[src/rtl/uart_tx_periph_pkg.sv]
// Shared definitions for the memory-mapped UART transmitter: register offsets,
// STATUS bit positions, TX FSM state encoding and the STATUS word packer.
package uart_tx_periph_pkg;

  localparam logic [1:0] OFF_TXDATA = 2'd0;
  localparam logic [1:0] OFF_STATUS = 2'd1;
  localparam logic [1:0] OFF_CTRL   = 2'd2;

  localparam int STAT_BUSY    = 0;
  localparam int STAT_FULL    = 1;
  localparam int STAT_EMPTY   = 2;
  localparam int STAT_OVF     = 3;
  localparam int STAT_CNT_LSB = 4;

  typedef enum logic [1:0] {
    ST_IDLE  = 2'd0,
    ST_START = 2'd1,
    ST_DATA  = 2'd2,
    ST_STOP  = 2'd3
  } tx_state_e;

  function automatic logic [31:0] status_word(input logic       busy,
                                              input logic       full,
                                              input logic       empty,
                                              input logic       ovf,
                                              input logic [3:0] count);
    logic [31:0] s;
    s                      = '0;
    s[STAT_BUSY]           = busy;
    s[STAT_FULL]           = full;
    s[STAT_EMPTY]          = empty;
    s[STAT_OVF]            = ovf;
    s[STAT_CNT_LSB +: 4]   = count;
    return s;
  endfunction

endpackage

[src/rtl/uart_tx_periph_if.sv]
// Core data-bus slice seen by the UART peripheral: store traffic in,
// window select and combinational load data out.
interface uart_tx_periph_if;
  logic [31:0] mem_addr;
  logic [31:0] mem_wdata;
  logic        mem_we;
  logic        periph_sel;
  logic [31:0] periph_rdata;

  modport master (output mem_addr, mem_wdata, mem_we,
                  input  periph_sel, periph_rdata);
  modport slave  (input  mem_addr, mem_wdata, mem_we,
                  output periph_sel, periph_rdata);
endinterface

[src/rtl/uart_tx_fifo.sv]
// Synchronous FIFO for TX bytes. dout is the head (valid while not empty);
// full is the pre-pop status, so the caller decides whether push-when-full is legal.
module uart_tx_fifo #(
  parameter int WIDTH = 8,
  parameter int DEPTH = 4
) (
  input  logic                     clk,
  input  logic                     reset,
  input  logic                     push,
  input  logic [WIDTH-1:0]         din,
  input  logic                     pop,
  output logic [WIDTH-1:0]         dout,
  output logic                     full,
  output logic                     empty,
  output logic [$clog2(DEPTH):0]   count
);

  localparam int PW = $clog2(DEPTH);
  localparam int CW = PW + 1;

  logic [WIDTH-1:0] mem [DEPTH];
  logic [PW-1:0]    wr_ptr;
  logic [PW-1:0]    rd_ptr;

  // Power-of-two depth lets the pointers wrap naturally.
  always_ff @(posedge clk) begin
    if (reset) begin
      wr_ptr <= '0;
      rd_ptr <= '0;
      count  <= '0;
    end else begin
      if (push) wr_ptr <= wr_ptr + 1'b1;
      if (pop)  rd_ptr <= rd_ptr + 1'b1;
      count <= count + CW'(push) - CW'(pop);
    end
  end

  // NOTE: the storage array has no reset; occupancy is tracked by count and the
  // pointers, so stale contents are never observable and the array maps to plain RAM.
  always_ff @(posedge clk) begin
    if (push) mem[wr_ptr] <= din;
  end

  assign dout  = mem[rd_ptr];
  assign full  = (count == CW'(DEPTH));
  assign empty = (count == '0);

endmodule

[src/rtl/uart_tx_periph.sv]
// Memory-mapped 8N1 UART transmitter: address decode, TXDATA/STATUS/CTRL
// registers, TX FIFO and the serialising FSM.
module uart_tx_periph
  import uart_tx_periph_pkg::*;
#(
  parameter logic [31:0] BASE_ADDR    = 32'h0000_2000,
  parameter int          CLKS_PER_BIT = 16,
  parameter int          FIFO_DEPTH   = 4
) (
  input  logic             clk,
  input  logic             reset,
  uart_tx_periph_if.slave  bus,
  output logic             txd
);

  localparam int CNT_W = $clog2(CLKS_PER_BIT);
  localparam int CW    = $clog2(FIFO_DEPTH) + 1;
  localparam logic [CNT_W-1:0] BIT_LAST = CNT_W'(CLKS_PER_BIT - 1);

  logic [1:0]       reg_off;
  logic             push_req, push, pop, drop;
  logic             wr_status, wr_ctrl;
  logic             fifo_full, fifo_empty;
  logic [7:0]       fifo_dout;
  logic [CW-1:0]    fifo_count;
  logic             enable, overflow;
  tx_state_e        state;
  logic [CNT_W-1:0] bit_cnt;
  logic [2:0]       bit_idx;
  logic [7:0]       shift;
  logic             bit_done;
  logic             unused_bits;

  assign bus.periph_sel = (bus.mem_addr[31:4] == BASE_ADDR[31:4]);
  assign reg_off        = bus.mem_addr[3:2];
  assign unused_bits    = ^{bus.mem_addr[1:0], bus.mem_wdata[31:8]};

  assign wr_status = bus.mem_we && bus.periph_sel && (reg_off == OFF_STATUS);
  assign wr_ctrl   = bus.mem_we && bus.periph_sel && (reg_off == OFF_CTRL);
  assign push_req  = bus.mem_we && bus.periph_sel && (reg_off == OFF_TXDATA);

  assign bit_done = (bit_cnt == '0);
  assign pop      = enable && !fifo_empty &&
                    ((state == ST_IDLE) || ((state == ST_STOP) && bit_done));
  // A full FIFO still accepts a push when the head leaves on the same edge.
  assign push     = push_req && (!fifo_full || pop);
  assign drop     = push_req && fifo_full && !pop;

  uart_tx_fifo #(.WIDTH(8), .DEPTH(FIFO_DEPTH)) u_fifo (
    .clk   (clk),
    .reset (reset),
    .push  (push),
    .din   (bus.mem_wdata[7:0]),
    .pop   (pop),
    .dout  (fifo_dout),
    .full  (fifo_full),
    .empty (fifo_empty),
    .count (fifo_count)
  );

  // A dropped push wins over a same-cycle overflow clear.
  always_ff @(posedge clk) begin
    if (reset) begin
      enable   <= 1'b1;
      overflow <= 1'b0;
    end else begin
      if (wr_ctrl) enable <= bus.mem_wdata[0];
      if (drop)                                    overflow <= 1'b1;
      else if (wr_status && bus.mem_wdata[STAT_OVF]) overflow <= 1'b0;
    end
  end

  // NOTE: all FSM state, including txd, uses non-blocking assignments so every
  // branch reads the pre-edge values of shift/bit_cnt regardless of statement order.
  always_ff @(posedge clk) begin
    if (reset) begin
      state   <= ST_IDLE;
      bit_cnt <= '0;
      bit_idx <= '0;
      shift   <= '0;
      txd     <= 1'b1;
    end else begin
      case (state)
        ST_IDLE: begin
          if (pop) begin
            state   <= ST_START;
            shift   <= fifo_dout;
            bit_cnt <= BIT_LAST;
            txd     <= 1'b0;
          end
        end
        ST_START: begin
          if (bit_done) begin
            state   <= ST_DATA;
            bit_cnt <= BIT_LAST;
            bit_idx <= '0;
            txd     <= shift[0];
          end else begin
            bit_cnt <= bit_cnt - 1'b1;
          end
        end
        ST_DATA: begin
          if (bit_done) begin
            bit_cnt <= BIT_LAST;
            if (bit_idx == 3'd7) begin
              state <= ST_STOP;
              txd   <= 1'b1;
            end else begin
              shift   <= shift >> 1;
              txd     <= shift[1];
              bit_idx <= bit_idx + 3'd1;
            end
          end else begin
            bit_cnt <= bit_cnt - 1'b1;
          end
        end
        ST_STOP: begin
          if (bit_done) begin
            // Chain straight into the next start bit so frames stay contiguous.
            if (pop) begin
              state   <= ST_START;
              shift   <= fifo_dout;
              bit_cnt <= BIT_LAST;
              txd     <= 1'b0;
            end else begin
              state <= ST_IDLE;
            end
          end else begin
            bit_cnt <= bit_cnt - 1'b1;
          end
        end
        default: state <= ST_IDLE;
      endcase
    end
  end

  // NOTE: rdata gets a full default before the case so no path leaves it unassigned
  // (which would otherwise infer a latch).
  always_comb begin
    bus.periph_rdata = '0;
    if (bus.periph_sel) begin
      case (reg_off)
        OFF_STATUS: bus.periph_rdata = status_word(state != ST_IDLE, fifo_full, fifo_empty,
                                                   overflow, 4'(fifo_count));
        OFF_CTRL:   bus.periph_rdata[0] = enable;
        default:    bus.periph_rdata = '0;
      endcase
    end
  end

endmodule

[src/flat_wrapper.sv]
// flat-port wrapper written by rule: the top's interface ports become plain ports
module uart_tx_periph_flat import uart_tx_periph_pkg::*;
#(
  parameter logic [31:0] BASE_ADDR    = 32'h0000_2000,
  parameter int          CLKS_PER_BIT = 16,
  parameter int          FIFO_DEPTH   = 4
)
  (clk, reset, txd, bus_mem_addr, bus_mem_wdata, bus_mem_we, bus_periph_sel, bus_periph_rdata);
  uart_tx_periph_if bus_i ();
  input  logic clk;
  input  logic reset;
  output logic txd;
  input wire logic [$bits(bus_i.mem_addr)-1:0] bus_mem_addr;
  input wire logic [$bits(bus_i.mem_wdata)-1:0] bus_mem_wdata;
  input wire logic [$bits(bus_i.mem_we)-1:0] bus_mem_we;
  output wire logic [$bits(bus_i.periph_sel)-1:0] bus_periph_sel;
  output wire logic [$bits(bus_i.periph_rdata)-1:0] bus_periph_rdata;
  assign bus_i.mem_addr = bus_mem_addr;
  assign bus_i.mem_wdata = bus_mem_wdata;
  assign bus_i.mem_we = bus_mem_we;
  assign bus_periph_sel = bus_i.periph_sel;
  assign bus_periph_rdata = bus_i.periph_rdata;
  uart_tx_periph #(.BASE_ADDR(BASE_ADDR), .CLKS_PER_BIT(CLKS_PER_BIT), .FIFO_DEPTH(FIFO_DEPTH)) u_core (.clk(clk), .reset(reset), .bus(bus_i), .txd(txd));
endmodule
[config.mk]
export PLATFORM = sky130hd
export DESIGN_NAME = uart_tx_periph_flat
export DESIGN_NICKNAME = d
export VERILOG_FILES = /design/src/rtl/uart_tx_periph_pkg.sv /design/src/rtl/uart_tx_periph_if.sv /design/src/rtl/uart_tx_fifo.sv /design/src/rtl/uart_tx_periph.sv /design/src/flat_wrapper.sv
export SDC_FILE = /design/constraint.sdc
export NUM_CORES = 1
export LEC_CHECK = 0
export ABC_AREA = 1
export CORE_ASPECT_RATIO = 1.4
export CORE_MARGIN = 4
export CORE_UTILIZATION = 25
export CTS_CLUSTER_DIAMETER = 100
export DETAILED_ROUTE_END_ITERATION = 6
export DONT_BUFFER_PORTS = 1
export REMOVE_ABC_BUFFERS = 1
export SKIP_LAST_GASP = 1
export SLEW_MARGIN = 40
export SYNTH_ARGS = -nofsm -noshare
export SYNTH_HDL_FRONTEND = slang
export SYNTH_HIERARCHICAL = 1
export SYNTH_SLANG_ARGS = --single-unit
[constraint.sdc]
create_clock -name clk -period 3.7 [get_ports clk]
set_input_delay 0.74 -clock clk [delete_from_list [all_inputs] [get_ports clk]]
set_output_delay 0.74 -clock clk [all_outputs]
set_load 0.005 [all_outputs]
==> results by group, run 1 <==
Status
  – Status: finished clean

Drt
  – DR vias/cell: 4.15
  – Final WL: 6300 um
  – DR vias: 2,359
  – Router iterations before antenna repair: 4
  – Starting DRT DRC Count: 117
  – Antenna Nets Post-Route: 0
  – DRC: 0
  – Post-DR wirelength/cell: 11.1 um

Setup path
  – Crit end category: register
  – Req. time, crit path: 3.92 ns
  – Worst-path fanout max: 8
  – CP Class: register to register
  – Crit start category: register
  – Crit path DAT: 3.05 ns

Final layout
  – Ant diodes: 0
  – Net count, final: 471
  – # fillers: 1,351
  – Most frequent cells in the layout: inv_1, nand2_1, nor2_1
  – Syn-to-layout area delta: 11.6%
  – Commonest non-fill, non-tap cell in the layout: inv_1
  – Share of layout cells above drive strength 1: 7.69%

Timing
  – Final clock skew: 0.00863 ns
  – Setup TNS: 0 ns
  – Worst slew pin tran: 0.711 ns
  – Max Freq: 0.353 GHz
  – Minimum clock period: 2.83 ns
  – Ratio of final minimum period to clock period: 76.6%
  – Final Max Tran Viols: 0
  – Setup violations, final: 0
  – RSZ-0062 raised after global routing: false
  – Max-slew headroom: 52.5%
  – Final Hold Vio Count: 0

Power and ir drop
  – Power consumption: 2.20 mW
  – Reg power frac: 36.3%
  – VDD IR max: 0.305 mV
  – Leakage: 1.54 nW
  – Sw frac: 28.1%
  – Int Pwr: 1.58 mW
  – Clk pwr share: 42.8%
  – Logic pwr share: 20.9%
  – Power per cell area: 592 mW/mm^2
  – Psw: 617 uW

Floorplan
  – Die X: 105 um
  – Core Area: 0.0129 mm^2
  – Starting Density: 25.7%
  – Die height: 144 um
  – Rows: 49
  – IO Pins: 101
  – Die area: 0.0152 mm^2

Global route
  – Initial antenna violation count: 0
  – Vias in the first global route: 2,292
  – First-pass GRT wire length: 10,300 um
  – Total global-route track usage: 8.43%
  – Total gr overflow: 0
  – Largest net degree at the start of global routing: 33

Placement
  – Final RePlAce weighted congestion: 0.781
  – Port bufs: 0
  – Detailed Place HPWL: 4750 um

Clocking
  – Clk_lat worst skew: 0.32 ns
  – Clock transition at the registers of the reported paths: 0.05 ns
  – Root buffer cell: clkbuf_16
  – Setup bufs post-CTS: 0
  – TritonCTS Buffers: 9
  – # hold bufs at CTS: 0
  – Clock Path Buffers: 2
  – CTS Sinks: 61
  – Post_cts resized: 0
  – CTS tree: done
  – CTS H-Tree Depth: 3

Synthesis
  – Mapped Cells: 384
  – Unique masters post-synth: 33
  – Post-synth EDFFs: 32
  – Post-synthesis sequential area ratio: 46.4%
  – Synth Cell Area: 0.00332 mm^2
  – Synth warn: 6
  – Synth async-reset ratio: 0%
  – Top FF cell, synth: edfxtp_1
  – Flops & latches, synth: 61
  – Syn_area_per_cell: 8.66 um^2

Hold path
  – Hold WC Path Type: register to register

Job
  – Max_cap viols: 0
-- state kept, by name (all words and copies together), names as in the netlist, named ones only --
| register | count |
|---|---|
| u_core/u_fifo/mem | 32 |
| u_core/shift | 8 |
| u_core/bit_cnt | 4 |
| u_core/bit_idx | 3 |
| u_core/u_fifo/count | 3 |
| u_core/state | 2 |
| u_core/u_fifo/rd_ptr | 2 |
| u_core/u_fifo/wr_ptr | 2 |
| u_core/enable | 1 |
| u_core/overflow | 1 |
| u_core/txd | 1 |
-- routing by layer --
| layer | GRT usage [%] | wire length [um] |
|---|---|---|
| met5 | 0 | 0 |
| met4 | 4.35 | 77 |
| met3 | 2.55 | 388 |
| met2 | 15.4 | 3440 |
| met1 | 8.68 | 2400 |
-- path summary, 6_finish.rpt --
path | slack, ns | depth (start not counted) | startpoint | endpoint
min reg2reg | 0.46 | 2 | u_core/u_fifo/rd_ptr[1] | u_core/u_fifo/rd_ptr[1]
max | 0.87 | 11 | u_core/state[0] | u_core/u_fifo/count[1]
min | 0.46 | 2 | u_core/u_fifo/rd_ptr[1] | u_core/u_fifo/rd_ptr[1]
max reg2reg | 0.87 | 11 | u_core/state[0] | u_core/u_fifo/count[1]
-- area by class of cell --
| type | instances | area (um^2) | share of cell area (%) |
|---|---|---|---|
| tap | 178 | 223 | 6.00 |
| clock buffer | 10 | 229 | 6.17 |
| sequential | 61 | 1540 | 41.6 |
| multi-input combinational | 249 | 1370 | 36.8 |
| inverter | 64 | 240 | 6.47 |
| clock inverter | 6 | 111 | 3.00 |
-- synthesized netlist by cell type (5+ instances only) --
| cell type | number | area (um^2) |
|---|---|---|
| o211ai_1 | 8 | 60.1 |
| edfxtp_1 | 32 | 961 |
| dfxtp_1 | 29 | 581 |
| nand3_1 | 14 | 70.1 |
| o21ai_0 | 27 | 135 |
| buf_6 | 5 | 56.3 |
| buf_4 | 27 | 203 |
| ha_1 | 18 | 225 |
| nor2_1 | 35 | 131 |
| inv_1 | 64 | 240 |
| mux2i_1 | 6 | 60.1 |
| a21oi_1 | 33 | 165 |
| nand2_1 | 56 | 210 |
-- logic make-up after synthesis --
kind of cell | Yosys count | synth area share [%]
flip-flops | 61 | 46.4
buffers and inverters | 98 | 15.3
other | 1 | 0.113
multiplexers | 6 | 1.81
AO/OA/AOI/OAI | 80 | 13.9
AND/OR/NAND/NOR | 119 | 15.2
adder cells (fa/ha/maj) | 19 | 7.38
-- power by group through the flow --
stage	Combinational (mW)	Sequential (mW)	Clock, mW
CTS	0.457	0.798	0.965
finish	0.459	0.797	0.941
global placement	0.442	0.808	0
detailed placement	0.453	0.811	0
floorplan	0.374	0.800	0
global route	0.530	0.803	1.00
-- critical path, stage by stage, from the launching register on --
cell	delay (ns)
dfxtp_1	0.42
ha_1	0.30
nand3_1	0.12
nand2_2	0.09
nand2_4	0.09
inv_1	0.22
nor2_1	0.09
nor3b_1	0.61
ha_1	0.29
fa_1	0.42
inv_1	0.06
nor2_1	0.03
-- per-stage QoR --
| stage | worst slack, ns | area, um^2 | hold slack [ns] | util (%) | instances |
|---|---|---|---|---|---|
| floorplan | 1.11 | 3150 | 0.436 | - | 374 |
| global placement | 0.822 | 3370 | 0.451 | 26.0 | 552 |
| detailed placement | 0.753 | 3370 | 0.455 | 26.1 | 552 |
| CTS | 0.859 | 3710 | 0.462 | 28.7 | 568 |
| global route | 0.613 | 3710 | 0.465 | 28.7 | 568 |
| finish | 0.867 | 3710 | 0.458 | 28.7 | 568 |
Note: power is estimated with default switching activity, not from simulation.
==> inputs of run 2 (changes only) <==
clock period = 2.6 ns   (was 3.7 ns; I/O delays follow)
==> run 2 against run 1 <==
Routed wire length fell by 0.86%. Combinational power up 43%. Sequential share of layout area down 0.55 points. Fmax up 20%. Non-clock buffer count is 8 higher. Worst hold slack lost 0.19 ns. Global-route usage is 0.13 points lower. Critical path type unchanged. Critical endpoint is now u_core/u_fifo/count[2]. Largest cell class unchanged.
==> results by group, run 2 (same netlist as run 1, synthesis figures left out) <==
Drt
  – Post-DR wirelength/cell: 10.8 um (was 11.1 um)
  – Starting DRT DRC Count: 106 (was 117)
  – Router iterations before antenna repair: 4 (unchanged)
  – DRC: 0 (unchanged)
  – DR vias: 2,404 (was 2,359)
  – Antenna Nets Post-Route: 0 (unchanged)
  – Final WL: 6250 um (was 6300 um)
  – DR vias/cell: 4.17 (was 4.15)

Setup path
  – Crit path max-delay family: adder cells (was simple AND/OR/NAND/NOR gates)
  – CP bufs+invs: 4 (was 2)
  – Slowest-stage cell, CP: dfxtp_1 (was nor3b_1)
  – Worst-path fanout max: 8 (unchanged)
  – Crit path DAT: 2.58 ns (was 3.05 ns)
  – CP Class: register to register (unchanged)
  – Crit end category: register (unchanged)
  – CP max stage delay: 0.42 ns (was 0.61 ns)
  – CP cell instances: inv_1 -> ha_1 -> inv_1 -> nand2_2 -> nand2_4 -> inv_1 -> ha_1 -> inv_1 -> ha_1 -> fa_1 -> a21oi_1 -> nor2_1 (was ha_1 -> nand3_1 -> nand2_2 -> nand2_4 -> inv_1 -> nor2_1 -> nor3b_1 -> ha_1 -> fa_1 -> inv_1 -> nor2_1)
  – Crit path top cell by count: inv_1
  – Req. time, crit path: 2.82 ns (was 3.92 ns)
  – Crit start category: register (unchanged)

Status
  – Status: finished clean (unchanged)

Power and ir drop
  – Power per cell area: 759 mW/mm^2 (was 592 mW/mm^2)
  – Psw: 840 uW (was 617 uW)
  – Int Pwr: 2.01 mW (was 1.58 mW)
  – VDD IR max: 0.449 mV (was 0.305 mV)
  – Reg power frac: 39.8% (was 36.3%)
  – Leakage: 1.56 nW (was 1.54 nW)
  – Power consumption: 2.85 mW (was 2.20 mW)
  – Sw frac: 29.5% (was 28.1%)
  – Clk pwr share: 37.1% (was 42.8%)
  – Logic pwr share: 23.1% (was 20.9%)

Clocking
  – Clock transition at the registers of the reported paths: 0.05 ns (about the same)
  – CTS H-Tree Depth: 3 (unchanged)
  – # hold bufs at CTS: 0 (unchanged)
  – CTS Sinks: 61 (unchanged)
  – Clock Path Buffers: 2 (unchanged)
  – Clk_lat worst skew: 0.32 ns (about the same)
  – Root buffer cell: clkbuf_16 (unchanged)
  – TritonCTS Buffers: 9 (unchanged)
  – CTS tree: done (unchanged)

Floorplan
  – IO Pins: 101 (unchanged)
  – Rows: 49 (unchanged)
  – Core Area: 0.0129 mm^2 (unchanged)
  – Die height: 144 um (unchanged)
  – Die area: 0.0152 mm^2 (unchanged)
  – Die X: 105 um (unchanged)
  – Starting Density: 25.7% (unchanged)

Global route
  – Total global-route track usage: 8.29% (was 8.43%)
  – First-pass GRT wire length: 10,100 um (was 10,300 um)
  – Vias in the first global route: 2,285 (was 2,292)
  – Initial antenna violation count: 0 (unchanged)
  – Total gr overflow: 0 (unchanged)
  – Largest net degree at the start of global routing: 33 (unchanged)

Timing
  – Ratio of final minimum period to clock period: 91.0% (was 76.6%)
  – Final clock skew: 0.00687 ns (was 0.00863 ns)
  – Worst slew pin tran: 0.642 ns (was 0.711 ns)
  – Setup violations, final: 0 (unchanged)
  – Setup TNS: 0 ns (unchanged)
  – Final Max Tran Viols: 0 (unchanged)
  – RSZ-0062 raised after global routing: false (unchanged)
  – Minimum clock period: 2.37 ns (was 2.83 ns)
  – Max Freq: 0.422 GHz (was 0.353 GHz)
  – Final Hold Vio Count: 0 (unchanged)
  – Max-slew headroom: 57.2% (was 52.5%)

Placement
  – Port bufs: 0 (unchanged)
  – Detailed Place HPWL: 4860 um (was 4750 um)
  – Final RePlAce weighted congestion: 0.812 (was 0.781)

Final layout
  – Final core occ: 29.0% (was 28.7%)
  – Most frequent cells in the layout: inv_1, nand2_1, nor2_1 (unchanged)
  – Net count, final: 479 (was 471)
  – Top Registers: u_core/u_fifo/mem x32, u_core/shift x8, u_core/bit_cnt x4 (unchanged)
  – Max reg flops: 32 (unchanged)
  – Commonest non-fill, non-tap cell in the layout: inv_1 (unchanged)
  – Syn-to-layout area delta: 13.0% (was 11.6%)
  – Share of layout cells above drive strength 1: 8.79% (was 7.69%)
  – Ant diodes: 0 (unchanged)
  – Reg with most FFs: u_core/u_fifo/mem (unchanged)

Job
  – Max_cap viols: 0 (unchanged)

Hold path
  – Hold WC Path Type: input pin to register (was register to register)
-- run 2: cell count changes in the layout (fill, tap and decap cells not counted), moves of 2 or more --
cell / delta
clkbuf_1: +3
bufinv_16: -3
buf_4: +4
clkbuf_8: +2
buf_12: +4
-- run 2: stage by stage --
step | setup slack [ns] | hold slack (ns) | cells | cell area [um^2]
final | 0.233 | 0.265 | 576 | 3760
after global routing | 0.0605 | 0.247 | 576 | 3760
after CTS | 0.162 | 0.250 | 576 | 3750
after detailed placement | 0.198 | 0.461 | 560 | 3480
after global placement | 0.229 | 0.446 | 560 | 3480
after floorplan | 0.226 | 0.436 | 374 | 3150
-- run 2: final timing paths --
path	startpoint	end	slack (ns)	cells after the start
max reg2reg	u_core/state[0]	u_core/u_fifo/count[2]	0.23	12
max	u_core/state[0]	u_core/u_fifo/count[2]	0.23	12
min reg2reg	u_core/u_fifo/rd_ptr[1]	register	0.46	2
min	reset	u_core/u_fifo/count[0]	0.26	1
-- run 2: power groups by stage --
stage / sequential [mW] / combinational [mW] / clock, mW
after floorplan: 1.14 / 0.533 / 0
after global placement: 1.15 / 0.632 / 0
after detailed placement: 1.15 / 0.655 / 0
after CTS: 1.14 / 0.661 / 1.09
after global routing: 1.15 / 0.759 / 1.14
final: 1.13 / 0.657 / 1.06
-- run 2: routing by layer --
layer | wire length, um | up-vias | global-route usage, %
met5 | 0 | - | 0
met2 | 3440 | 55 | 15.4
met3 | 358 | 7 | 3.44
met1 | 2360 | 1120 | 8.13
met4 | 85 | 0 | 3.39
li1 | - | 1222 | -
-- run 2: area by class of cell --
type | instances | area (um^2)
clock buffer | 15 | 268
multi-input combinational | 249 | 1370
tap | 178 | 223
sequential | 61 | 1540
fill | 1340 | 9180
inverter | 64 | 240
clock inverter | 1 | 5.00
timing repair buffer | 8 | 110
-- run 2: timing repair --
item	CTS	global route
gates resized for setup	0	1
setup buffers	0	0
setup endpoints to repair	0	8
